**config.mk**
```make
export PLATFORM = sky130hd
export DESIGN_NAME = bit_split
export DESIGN_NICKNAME = d
export VERILOG_FILES = /design/src/rtl/bit_split.sv
export SDC_FILE = /design/constraint.sdc
export NUM_CORES = 1
export LEC_CHECK = 0
export ABC_AREA = 1
export CORE_MARGIN = 5
export CORE_UTILIZATION = 45
export DETAILED_ROUTE_END_ITERATION = 8
export PLACE_DENSITY = 0.78
export SLEW_MARGIN = 20
export SYNTH_ARGS = -nofsm -noshare
export SYNTH_HDL_FRONTEND = slang
export SYNTH_SLANG_ARGS = --single-unit
```
**constraint.sdc**
```tcl
create_clock -name clk -period 2.5 [get_ports clk]
set_input_delay 0.25 -clock clk [delete_from_list [all_inputs] [get_ports clk]]
set_output_delay 0.25 -clock clk [all_outputs]
set_load 0.01 [all_outputs]
```
**src/rtl/bit_split.sv**
```systemverilog
// bit_split: splits each 2*WIDTH-bit input word into two WIDTH-bit output halves, upper half first.
module bit_split #(
    parameter int WIDTH = 16
) (
    input  logic               clk,
    input  logic               rst_n,
    input  logic [2*WIDTH-1:0] in_data,
    input  logic               in_valid,
    output logic               in_ready,
    output logic [WIDTH-1:0]   out_data,
    output logic               out_valid,
    input  logic               out_ready,
    output logic               out_first,
    output logic [7:0]         words_done
);
    typedef enum logic [1:0] {IDLE, SEND_HI, SEND_LO} state_t;
    state_t             state_q, state_d;
    logic [2*WIDTH-1:0] word_q, word_d;
    logic [7:0]         done_q, done_d;
    logic               in_fire, out_fire;
    always_comb begin
        in_ready   = state_q == IDLE || (state_q == SEND_LO && out_ready);
        out_valid  = state_q != IDLE;
        out_first  = state_q == SEND_HI;
        out_data   = state_q == SEND_HI ? word_q[2*WIDTH-1:WIDTH] : word_q[WIDTH-1:0];
        words_done = done_q;
        in_fire    = in_valid && in_ready;
        out_fire   = out_valid && out_ready;
        word_d     = in_fire ? in_data : word_q;
        done_d     = done_q + {7'd0, state_q == SEND_LO && out_fire};
        state_d    = state_q == IDLE    ? (in_fire ? SEND_HI : IDLE) :
                     state_q == SEND_HI ? (out_fire ? SEND_LO : SEND_HI) :
                     out_fire           ? (in_fire ? SEND_HI : IDLE) : SEND_LO;
    end
    always_ff @(posedge clk or negedge rst_n) begin
        if (!rst_n) begin
            state_q <= IDLE;
            word_q  <= '0;
            done_q  <= '0;
        end else begin
            state_q <= state_d;
            word_q  <= word_d;
            done_q  <= done_d;
        end
    end
endmodule
```
# Word level (Yosys, flattened, before mapping)
# Cells that the tools add are included.
word_totals:
  input_bits: 36
  elab_cells: 19
  out_inout_bits: 27
  regBits: 42
classes:
  addsub: 1
  mux: 6
  eq_ne: 2
  n_reduce_logical: 7
ops:
  columns: ["op", "count"]
  rows:
  - ["16-bit two-way mux", 1]
  - ["8-bit by 1-bit adder with 8-bit output", 1]
  - ["2-bit two-way mux", 4]
  - ["1-bit logical AND", 4]
  - ["2-bit by 1-bit equality test with 1-bit output, second input constant", 1]
  - ["2-bit equality test, second input constant", 1]
  - ["2-bit zero test", 1]
  - ["2-bit nonzero test", 1]
  - ["1-bit logical OR", 1]
  - ["1-bit two-way mux", 1]

# Logic depth before layout (Yosys ltp)
depth:
  depth_word: 8
  depth_mapped: 8
  mapped_depth_nobuf: 8

# Worst setup path after synthesis
# Ideal clock, no wire load.
synth_timing:
  kind: "reg2reg"
  startpoint: "register state_q[1]"
  endpoint: "register done_q[6], in the netlist words_done[6]"
  setup_time_ps: 120
  slack_ps: 1109
  synth_period_minus_slack_ps: 1391
  required_time_ps: 2380
  path_buffers: 0
  t_arrival_ps: 1270
  stages_incl_launch_ff: 8
  path_cell_list: "dfrtp_1 -> nand2_1 -> nor2_1 -> ha_1 -> ha_1 -> nand2_1 -> o21ai_0 -> nand2_1"
synth_between:
  elab_chain_cells: 4
  word_cells_on_any_way: 5
  cone_classes: "add/sub: 1; eq/ne: 1; reduce/logical: 3"
synth_lines:
  columns: ["item", "line", "source"]
  rows:
  - ["start: declaration", "17", "state_t state_q, state_d;"]
  - ["start signal: assignment", "41", "state_q <= state_d;"]
  - ["2-bit nonzero test", "23", "out_valid = state_q != IDLE;"]
  - ["1-bit logical AND", "28", "out_fire = out_valid && out_ready;"]
  - ["1-bit logical AND (*)", "30", "done_d = done_q + {7'd0, state_q == SEND_LO && out_fire};"]
  - ["8-bit by 1-bit adder with 8-bit output (*)", "30", null]
  - ["named net done_d[6]", "19", "logic [7:0] done_q, done_d;"]
  - ["end signal: assignment", "43", "done_q <= done_d;"]
  - ["end: declaration", "19", null]
# Mark *: on every way through the listed nets, which the timed path passes. The rest lies on a longest branch.
# A chain may end at the register's enable or synchronous reset.

# Worst setup path in the final report
layout_timing:
  startpoint: "register state_q[1]"
  endpoint: "output out_data[5]"
layout_between:
  elab_chain_cells: 2
layout_lines:
  columns: ["item", "line", "source"]
  rows:
  - ["2-bit by 1-bit equality test with 1-bit output", "25", "out_data = state_q == SEND_HI ? word_q[2*WIDTH-1:WIDTH] : word_q[WIDTH-1:0];"]
  - ["16-bit two-way mux", "25", null]
  - ["end: declaration", "10", "output logic [WIDTH-1:0] out_data,"]
# No other way between the ends.

==> metrics.md <==
| Metric | Value |
|---|---|
| Remaining DRCs | `0` |
| XOR/XNOR Fraction of Synth Area | `about 1.4%` |
| CTS H-Tree Depth | `2` |
| Clk pin slew, worst setup/hold paths | `approximately 80 ps` |
| Largest cells by area after synthesis | `dfrtp_1, nand2_1, nand3_1` |
| Post-synth top flop | `dfrtp_1` |
| Clock insertion delay at the later pin of the skew report | `slightly below 300 ps` |
| WP data arrival | `just over 2000 ps` |
| Synthesized area | `a little under 0.002 sq mm` |
| Placement Rows | `23` |
| Chip Width | `roughly 76 um` |
| Post-synth EDFFs | `0` |
| Status | `complete, no violations` |
| Initial antenna violation count | `0` |
| Worst Hold Class | `in -> async` |
| First-pass GRT wire length | `7383 um` |
| Layout Nets | `about 340` |
| Clock root cell | `clkbuf_8` |
| Non-filler cells, final | `348` |
| Unique cell type count in the Yosys netlist | `20` |
| Worst clock skew | `around 6.5 ps` |
| Num CTS Buffers | `5` |
| Async S/R FF share, synth | `100.0%` |
| CP required | `approximately 2300 ps` |
| Post-Synth Adder-Cell Area | `between 1 and 1.5%` |
| TNS Setup | `0 ps` |
| Syn-to-layout area delta | `36.37%` |
| Slowest CP cell | `clkdlybuf4s50_1` |
| GP Congestion | `0.8158` |
| Syn_nets | `about 280` |
| Tcrit/Tclk final | `around 93%` |
| CTS Sinks | `42` |
| Pin count of the biggest net entering global routing | `43` |
| Max-slew headroom | `between 30% and 40%` |
| Largest family of logic cells by synthesized area | `simple AND/OR/NAND/NOR gates` |
| Post-Place Cells | `340` |
| CTS max path bufs | `2` |
| Remaining global-route overflow | `0` |
| Startpoint types | `register` |
| Core Area | `around 0.0041 sq mm` |
| Count leader, synth | `nand2_1` |
| Ys Warns | `0` |
| Mean Syn Cell Area | `8.138 sq um` |
| Post-CTS setup buffer count | `0` |
| Crit end category | `primary output` |
| Hold buffer count at cts | `0` |
| Post-Route M1 WL | `roughly 1900 um` |
| Fin area | `between 0.002 and 0.003 sq mm` |
| Post-cts resize count | `0` |
| Endpoints failing setup | `0` |
| Max Fclk | `431.0 MHz` |
| Max-slew violations | `0` |
| Detail Route met3 WL | `around 430 um` |
| Number of I/O port buffers | `between 60 and 70` |
| Starting Density | `47.40%` |
| Drt first pass iters | `4` |
| Area after DPL | `between 0.002 and 0.003 sq mm` |
| Met2 wire length | `approximately 2200 um` |
| Tot Pwr | `a little over 3 mW` |
| Share of cells above drive strength 1 | `about 5.7%` |
| Die height | `between 70 and 80 um` |
| IR Drop Worst-Case VDD | `approximately 500 uV` |
| Die area | `between 0.005 and 0.006 sq mm` |
| Post-synthesis mux area share | `0%` |
| Most frequent CP cell | `nand2_1` |
| Fin. Hold Viols | `0` |
| Routed Wire Length | `4614 um` |
| Worst Tran Pin Value | `921.1 ps` |
| Post-DP HPWL | `approximately 3200 um` |
| Detail Route Antenna Nets | `0` |
| Vias | `approximately 1800` |
| Post-synthesis instance total | `238` |
| Cell taking the most area after synthesis | `dfrtp_1` |
| Synth top area share | `between 50% and 60%` |
| Register area share after synthesis | `54.26%` |
| Total leakage power | `around 1.3 nW` |
| CP max stage delay | `~480 ps` |
| RSZ-0062 raised after global routing | `no` |
| Highest routed layer | `met4` |
| Area fraction in compound gates after synthesis | `1.873%` |
| Post-synthesis register bit count | `42` |
| Min Clock Period, post-route | `2320 ps` |
| Worst-path fanout max | `19` |
| # Max-Cap Violations | `0` |
| Routed len/inst | `~13 um` |
| Kind of critical path | `reg -> out` |
| Overall routing resource usage | `approximately 17%` |
| Post-Synth Simple-Gate Area | `around 35%` |
| Avg Vias per Cell | `about 5.1` |
| Io pins | `between 60 and 70` |
| Cell Pwr Density | `approximately 1200 mW/mm^2` |
| CP cell instances | `nor2_4 -> inv_2 -> nand2_1 -> nand2_1 -> clkdlybuf4s50_1` |
| Most frequent cells after synthesis | `nand2_1, dfrtp_1, nand3_1` |
| CTS tree | `built` |
| Vias in the first global route | `1690` |
| 1st-iter DRT viols | `~110` |
| Diode count | `0` |
[cells by family after synthesis]
| kind of cell | Yosys count |
|---|---|
| and+or+nand+nor | 166 |
| DFF | 42 |
| buffers and inverters | 20 |
| AOI/OAI and AO/OA | 5 |
| xor gates and xnor gates | 3 |
| adders and majority gates | 2 |
[critical path: cells and delay by family (launching register included)]
kind / cells / cell delay, ps
simple gates: 3 / 570
flops: 1 / 470
buf+inv: 2 / 730
[metrics by stage]
step	setup slack [ps]	hold WS (ps)	utilization, %
floorplan	1109	-45.59	-
global placement	523.5	434.8	62.31
detailed placement	498.4	437.5	62.31
CTS	158.8	104.8	64.64
global route	8.445	179.5	64.64
finish	180.0	85.77	64.64
[layout make-up]
cell class              instances  area, sq um
fillers                       364         1445
flip-flops and latches         42         1051
multi-input cells             176        772.0
repair buffers                 64        630.6
clock buffers                   6        82.58
well taps                      50        62.56
inverters                       8        30.03
clock inverters                 2        12.51
[routing by layer]
| metal | GRT usage (%) | up-vias |
|---|---|---|
| li1 | - | 863 |
| met3 | 5.277 | 12 |
| met1 | 21.51 | 842 |
| met5 | 0 | - |
| met2 | 27.23 | 66 |
| met4 | 7.184 | 0 |
[flip-flops by register name (all words and copies together), names as in the netlist]
signal / cells
word_q: 32
words_done: 8
state_q: 2
[where the power goes]
part / internal (mW) / switching, mW / total (mW)
Clock: 0.222 / 0.232 / 0.454
Sequential: 0.994 / 0.216 / 1.21
Combinational: 0.692 / 0.720 / 1.41
[path summary, 6_finish.rpt]
| path | start | end | slack, ps | cells after the start |
|---|---|---|---|---|
| worst min-delay path | rst_n | words_done[6] | 90 | 1 |
| min in group clk | word_q[2] | word_q[2] | 470 | 2 |
| worst max register to register | state_q[1] | word_q[18] | 880 | 4 |
| max in group asynchronous | rst_n | word_q[2] | 1840 | 1 |
| worst min register to register | word_q[2] | word_q[2] | 470 | 2 |
| worst max-delay path | state_q[1] | out_data[5] | 180 | 5 |
[layout by cell type, fill, tap and decap left out]
cell / n
nand2_1: 123
buf_2: 1
nand4_1: 2
dfrtp_1: 42
ha_1: 2
inv_1: 5
nor2_4: 1
clkbuf_8: 6
buf_4: 2
xnor2_1: 1
o21ai_0: 3
clkinvlp_4: 1
nand2_2: 1
clkdlybuf4s50_1: 61
a21oi_4: 1
a21oi_1: 1
nand3_1: 34
nor2_1: 4
clkinv_2: 1
xor2_1: 2
nand3b_1: 1
inv_2: 3
Power figures use the tool's default switching activity.
